==> config.mk <==
export PLATFORM = sky130hd
export DESIGN_NAME = count_sequencer
export DESIGN_NICKNAME = d
export VERILOG_FILES = /design/src/rtl/count_sequencer_pkg.sv /design/src/rtl/count_sequencer.sv
export SDC_FILE = /design/constraint.sdc
export NUM_CORES = 1
export LEC_CHECK = 0
export ABC_CLOCK_PERIOD_IN_PS = 3000
export CORE_UTILIZATION = 29
export CTS_CLUSTER_SIZE = 28
export DETAILED_ROUTE_END_ITERATION = 10
export PLACE_DENSITY = 0.63
export SYNTH_ARGS = -nofsm -noshare
export SYNTH_HDL_FRONTEND = slang
export SYNTH_SLANG_ARGS = --single-unit
export TNS_END_PERCENT = 1
==> constraint.sdc <==
create_clock -name clock -period 3 [get_ports clock]
set_clock_uncertainty 0.05 [all_clocks]
set_input_delay 0.3 -clock clock [delete_from_list [all_inputs] [get_ports clock]]
set_output_delay 0.3 -clock clock [all_outputs]
set_load 0.005 [all_outputs]
==> src/rtl/count_sequencer_pkg.sv <==
// Shared encodings for the count sequencer: command opcodes and FSM states.
package count_sequencer_pkg;

  typedef enum logic [1:0] {
    OP_LOAD = 2'b00,
    OP_UP   = 2'b01,
    OP_DOWN = 2'b10,
    OP_NOP  = 2'b11
  } op_t;

  typedef enum logic [1:0] {
    ST_IDLE = 2'b00,
    ST_LOAD = 2'b01,
    ST_RUN  = 2'b10,
    ST_DONE = 2'b11
  } state_t;

endpackage

==> src/rtl/count_sequencer.sv <==
// Command sequencer driving a downstream up/down counter: LOAD, UP/DOWN N steps
// with optional early stop on terminal count, and NOP.
module count_sequencer
  import count_sequencer_pkg::*;
#(
  parameter int unsigned DATA_W = 4
) (
  input  logic              clock,
  input  logic              reset,
  input  logic              cmd_valid,
  output logic              cmd_ready,
  input  logic [1:0]        cmd_op,
  input  logic [DATA_W-1:0] cmd_arg,
  input  logic              stop_on_tc,
  output logic [DATA_W-1:0] cnt_data,
  output logic              cnt_load,
  output logic              cnt_enable,
  output logic              cnt_up_down,
  input  logic              cnt_terminal,
  output logic              busy,
  output logic              done,
  output logic              tc_stop
);

  state_t            state;
  state_t            state_nxt;
  logic [DATA_W-1:0] steps;
  logic              ready_q;
  logic              accept;
  logic              tc_hit;
  op_t               op_in;

  assign op_in  = op_t'(cmd_op);
  assign accept = cmd_valid && ready_q;
  assign tc_hit = stop_on_tc && cnt_terminal;

  always_comb begin
    state_nxt = state;
    case (state)
      ST_IDLE: begin
        if (accept) begin
          case (op_in)
            OP_LOAD:        state_nxt = ST_LOAD;
            OP_UP, OP_DOWN: state_nxt = (cmd_arg == '0) ? ST_DONE : ST_RUN;
            default:        state_nxt = ST_DONE;
          endcase
        end
      end
      ST_LOAD: state_nxt = ST_DONE;
      ST_RUN: begin
        if (tc_hit || steps <= DATA_W'(1)) state_nxt = ST_DONE;
      end
      default: state_nxt = ST_IDLE;
    endcase
  end

  // Ready is registered from the next state so it stays low while reset is held
  // and for the first cycle after release, without a combinational path from reset.
  always_ff @(posedge clock) begin
    if (!reset) begin
      state       <= ST_IDLE;
      ready_q     <= 1'b0;
      steps       <= '0;
      cnt_data    <= '0;
      cnt_up_down <= 1'b1;
      tc_stop     <= 1'b0;
    end else begin
      state   <= state_nxt;
      ready_q <= (state_nxt == ST_IDLE);
      if (accept) begin
        steps   <= cmd_arg;
        tc_stop <= 1'b0;
        if (op_in == OP_LOAD) cnt_data <= cmd_arg;
        if ((op_in == OP_UP || op_in == OP_DOWN) && cmd_arg != '0)
          cnt_up_down <= (op_in == OP_UP);
      end
      if (state == ST_RUN) begin
        if (steps != '0) steps <= steps - 1'b1;
        if (tc_hit) tc_stop <= 1'b1;
      end
    end
  end

  assign cmd_ready  = ready_q;
  assign busy       = (state != ST_IDLE);
  assign done       = (state == ST_DONE);
  assign cnt_load   = (state == ST_LOAD);
  assign cnt_enable = (state == ST_LOAD) || (state == ST_RUN);

endmodule

==> out/metrics.yaml <==
timing:
  period_minus_slack_ns: 1.89
  hold_viol: 0
  rsz0062_at_grt: "no"
  relSlewSlack: 0.636
  tightest_slew_ns: 0.541
  slew_violations: 0
  finalSetupTns_ns: 0
  max_freq_ghz: 0.529
  setup_viol: 0
  post-route-period-util: 0.630
  fin_hold_ws_ns: 0.430
routing:
  ant_nets: 0
  drc: 0
  drt_iter0_drc: 11
  post_drt_wl_per_cell_um: 12.9
  dr_total_vias: 723
  drtPass1Iterations: 4
  via_per_inst: 5.02
  wl_mm: 1.86
floorplan:
  start_util: 0.317
  die-height_um: 54.7
  dieArea_um2: 2990
  chipWidth_um: 54.7
  core-area_um2: 2540
  io_pins: 22
  rows: 18
cts:
  cts_buffers: 3
  clock_path_buffers: 2
  clk_pin_slew_ns: 0.09
  insertion_delay_ns: 0.27
  root_buffer: "clkbuf_4"
  cts_resized: 0
  post_cts_buffers: 0
  cts_sinks: 13
  ctsHoldBuffers: 0
  htreeDepth: 1
  cts_tree: "yes"
synth:
  yosysUniqueCellTypes: 31
  synth_compound_area_frac: 0.231
  syn_inst: 91
  avgSynthCellArea_um2: 8.85
  synth_top_family_by_area: "compound AO/OA/AOI/OAI gates"
  synth_fp_nets: 113
  synth_edf_count: 0
  syn_area_um2: 806
  synth-xor-area-share: 0
  synth-async-reset-ratio: 0
  yosysSeqAreaShare: 0.323
  synthFlopType: "dfxtp_1"
  synth_mux_area_frac: 0
  yosys_warnings: 0
  yosys.area_share.simple: 0.213
  synth_adder_area_share: 0.171
  ys_ff_latch: 13
global_route:
  grt_overflow: 0
  grt_usage: 0.142
  grt_max_degree: 14
  antenna_found_initial: 0
  grt_pass1_wl_mm: 3.04
  grt_pass1_vias: 646
critical_path:
  rr_endpoint: "steps[2]$_SDFF_PN0_"
  required_ns: 2.65
  r2r_cells: 6
  critPathArrivalTime_ns: 1.54
  cp-start-kind: "flip-flop"
  r2r_start: "steps[0]$_SDFF_PN0_"
  crit_fanout: 4
  reg2reg_slack_ns: 1.41
  worstSetupEndpointType: "primary output"
  worst-setup-path-type: "flip-flop to primary output"
power_and_ir_drop:
  clock_power_share: 0.164
  switchingPower_mw: 0.243
  p_leak_nw: 0.439
  fin_total_pwr_mw: 0.672
  swShare: 0.361
  power_density_nw_per_um2: 628
  combinationalPowerShare: 0.475
  p_seq_frac: 0.361
  p_int_mw: 0.429
  max-vdd-ir-drop_uv: 345
run_status:
  status: "finished, final reports clean"
place:
  place_area_um2: 1040
  dpl.hpwl_mm: 1.41
  dp.cells: 140
  gp_congestion: 0.707
  port_buffers: 21
hold_path:
  holdPathStages: 2
  whs_endpoint: "cnt_data[0]$_SDFFE_PN0P_"
  hold_start: "cnt_data[0]$_SDFFE_PN0P_"
  worstHoldPathType: "flip-flop to flip-flop"
cells_and_area:
  drive_gt1_frac: 0.0351
  final_area_um2: 1070
  fin_nets: 137
  area_growth_pct: 32.9
  fin_cells: 144
  n_fill_cell: 268
  n_antenna_cell: 0
job:
  maxCapViolCount: 0
[cell usage in the layout (no fill, tap or decap), types with 2 or more instances in the layout]
cell	n
a21boi_0	4
and2_1	3
and3_1	5
clkbuf_4	3
clkdlybuf4s50_1	21
dfxtp_1	13
ha_1	11
inv_1	11
nand2_1	8
nand3_1	5
nand3b_1	2
nor2_1	3
nor3b_1	2
o211ai_1	2
o31a_1	4
[final cells by class]
class                   count  area [µm²]  area share
clock buffers               4        26.3      0.0245
inverters                  11        41.3      0.0386
multi-input cells          65         495       0.463
flip-flops and latches     13         260       0.243
well taps                  30        37.5      0.0350
repair buffers             21         210       0.196
[per-stage QoR]
stage	setup slack, ns	utilization
2_1_floorplan	1.56	-
4_1_cts	1.08	0.421
3_5_place_dp	0.858	0.411
5_1_grt	0.975	0.421
6_report	1.11	0.421
3_3_place_gp	0.972	0.411
[worst max-delay path, cell delays in order, from the launching register on]
cell	delay, ns
dfxtp_1	0.39
inv_1	0.10
ha_1	0.29
clkdlybuf4s50_1	0.49
[power groups by stage]
stage / combinational, mW / sequential, mW / clock [mW]
finish: 0.319 / 0.243 / 0.110
global route: 0.372 / 0.250 / 0.123
CTS: 0.324 / 0.243 / 0.115
detailed placement: 0.322 / 0.247 / 0
global placement: 0.318 / 0.246 / 0
floorplan: 0.212 / 0.240 / 0
[per-layer routing]
layer	vias up	routed length, µm	GRT usage
li1	372	-	-
met1	328	918	0.202
met2	23	819	0.217
met3	0	117	0.0389
met4	0	0	0.0128
met5	-	0	0
[cells in the mapped netlist, drive strengths merged (2+ instances only)]
| cell type | instances | area [µm²] |
|---|---|---|
| inv | 11 | 41.3 |
| o211ai | 2 | 15.0 |
| nor3b | 2 | 15.0 |
| dfxtp | 13 | 260 |
| o31a | 4 | 35.0 |
| nand2 | 8 | 30.0 |
| nor2 | 3 | 11.3 |
| and3 | 5 | 31.3 |
| nand3 | 5 | 25.0 |
| a21boi | 4 | 30.0 |
| and2 | 3 | 18.8 |
| nand3b | 2 | 15.0 |
| ha | 11 | 138 |
| o21ai | 2 | 10.0 |
| o31ai | 2 | 28.8 |
[registers in the layout, summed over array words and instances, names as in the netlist]
| name | count |
|---|---|
| cnt_data | 4 |
| steps | 4 |
| state | 2 |
| cmd_ready | 1 |
| cnt_up_down | 1 |
| tc_stop | 1 |
[cell families (layout without fill, tap and decap cells)]
| kind of cell | count (synthesis) | after routing |
|---|---|---|
| AO/OA/AOI/OAI | 22 | 22 |
| flip-flops | 13 | 13 |
| buffers and inverters | 13 | 36 |
| adder cells (fa/ha/maj) | 11 | 11 |
| AND/OR/NAND/NOR | 32 | 32 |
[worst max path at each step]
stage                             start                   to  slack [ns]  cells after the start
finish              state[0]$_SDFF_PN0_           cnt_enable        1.11                      3
global route        state[0]$_SDFF_PN0_           cnt_enable        0.97                      3
CTS                 state[0]$_SDFF_PN0_           cnt_enable        1.08                      3
detailed placement            cmd_op[0]  state[0]$_SDFF_PN0_        0.86                      6
global placement              cmd_op[0]  state[0]$_SDFF_PN0_        0.97                      6
floorplan           steps[0]$_SDFF_PN0_  steps[2]$_SDFF_PN0_        1.56                      6
(Power assumes the default switching activity.)
==> edit: new RTL, same flow settings <==
The parameter `DATA_W` goes from 4 to 5.
--- a/src/rtl/count_sequencer.sv
+++ b/src/rtl/count_sequencer.sv
@@ -3,7 +3,7 @@
 module count_sequencer
   import count_sequencer_pkg::*;
 #(
-  parameter int unsigned DATA_W = 4
+  parameter int unsigned DATA_W = 5
 ) (
   input  logic              clock,
   input  logic              reset,
Interface: changed (resized cmd_arg and cnt_data); port bits go from 22 to 24. No check against the original RTL was run, so the function may have changed too.
==> edit against the original RTL <==
Sequential cell count increased by 2; worst setup slack got worse by 0.13 ns; routed wire length increased by 19%; synthesized cell count increased by 22%; critical path depth unchanged; total power increased by 28%; final area increased by 14%; area after synthesis increased by 15%; hold slack got worse by 0.019 ns; critical endpoint unchanged.
==> edit: results <==
set metrics [dict create \
    status "complete, no violations" \
    muxShareOfSynthArea 0.0337 \
    top_regs "cnt_data: 5 flops, steps: 5 flops, state: 2 flops" \
    clk_latency_ns 0.29 \
    routed_wl_um 2220 \
    irDropWorstVdd_mv 0.246 \
    leakage_nw 0.499 \
    synth_warnings 0 \
    rrSetupSlack_ns 1.06 \
    vias_per_cell 4.97 \
    synth-seq-area-share 0.323 \
    cpPeakStageDelay_ns 0.51 \
    worstPathArrival_ns 1.67 \
    reg2reg_depth 7 \
    worstPathMaxFanout 6 \
    synth_common_cells "dfxtp_1, inv_1, nand2_1" \
    fin_nets 159 \
    hpwl_um 1690 \
    grt_first_pass_wirelength_um 3630 \
    ys_types 38 \
    slew_headroom 0.649 \
    synth_adder_area_share 0.148 \
    cts_setup_buffers 0 \
    grt_usage 0.139 \
    drtIter0Drc 25 \
    min_to "cnt_data[4]" \
    synth_fp_nets 134 \
    portBuffers 23 \
    gp_congestion 0.763 \
    grt_max_degree 16 \
    synth_area_leaders "dfxtp_1, ha_1, a21oi_1" \
    timing.rr.end "steps[3]" \
    hp-start "cnt_data[4]" \
    synth_compound_area_frac 0.216 \
    grt_pass1_vias 849 \
    drive_gt1_frac 0.0519 \
]
[edit: cell count changes after synthesis, moves of 2 or more]
cell      before  now
and3_1         5    2
o31a_1         4    1
and2_1         3    1
nand2_1        8   12
a21boi_0       4    0
a21oi_1        1   10
mux2i_1        0    2
nor2_1         3    5
o211ai_1       2    0
dfxtp_1       13   15
nor3_1         0    4
[edit: final cells by class]
type,count,area (um^2)
Inverter,12,45.0
Fill cell,333,1830
Multi-Input combinational cell,80,561
Clock inverter,1,5.00
Tap cell,44,55.1
Sequential cell,15,300
Clock buffer,3,22.5
Timing Repair Buffer,24,238
[edit: metal layers]
metal  share of wire  vias up  wire length (um)  track usage
met5               0        -                 0            0
met4          0.0086        0                19       0.0680
li1                -      442                 -            -
met1            0.45      421              1010        0.172
met2            0.49       25              1090        0.235
met3           0.046        2               102       0.0220
[edit: kinds of logic (layout without fill, tap and decap cells)]
| group | count (synthesis) | after routing |
|---|---|---|
| flip-flops | 15 | 15 |
| multiplexers | 3 | 3 |
| buffers and inverters | 16 | 40 |
| AND/OR/NAND/NOR | 38 | 38 |
| AO/OA/AOI/OAI | 28 | 28 |
| adder cells (fa/ha/maj) | 11 | 11 |
[edit: worst max-delay path, delay by kind of cell, from the launching register on]
kind | cells | cell delay [ns]
flip-flops | 1 | 0.45
adder cells (fa/ha/maj) | 1 | 0.32
buffers and inverters | 2 | 0.60
[edit: worst max-delay path by stage]
stage / cells after the start / to / slack [ns] / from
after global placement: 7 / state[0] / 0.79 / cmd_op[0]
after detailed placement: 7 / state[0] / 0.76 / cmd_op[0]
after CTS: 3 / cnt_enable / 0.98 / state[0]
after floorplan: 6 / steps[3] / 1.26 / steps[0]
final: 3 / cnt_enable / 0.98 / state[0]
after global routing: 3 / cnt_enable / 0.90 / state[0]
[edit: through the flow]
step                total power, mW  hold WS, ns  setup WS (ns)  cells  cell area, um^2
floorplan                     0.595        0.312           1.26    111              928
global placement              0.727        0.396          0.790    175             1200
detailed placement            0.742        0.397          0.761    175             1200
CTS                           0.868        0.412          0.976    179             1230
global route                  0.927        0.421          0.901    179             1230
finish                        0.862        0.411          0.983    179             1230
[edit: power breakdown]
group	internal, mW	switching [mW]	leakage [nW]	total (mW)
registers	0.248	0.0642	0.122	0.312
logic	0.220	0.207	0.359	0.426
clock network	0.0495	0.0741	0.0177	0.124
total	0.517	0.345	0.499	0.862
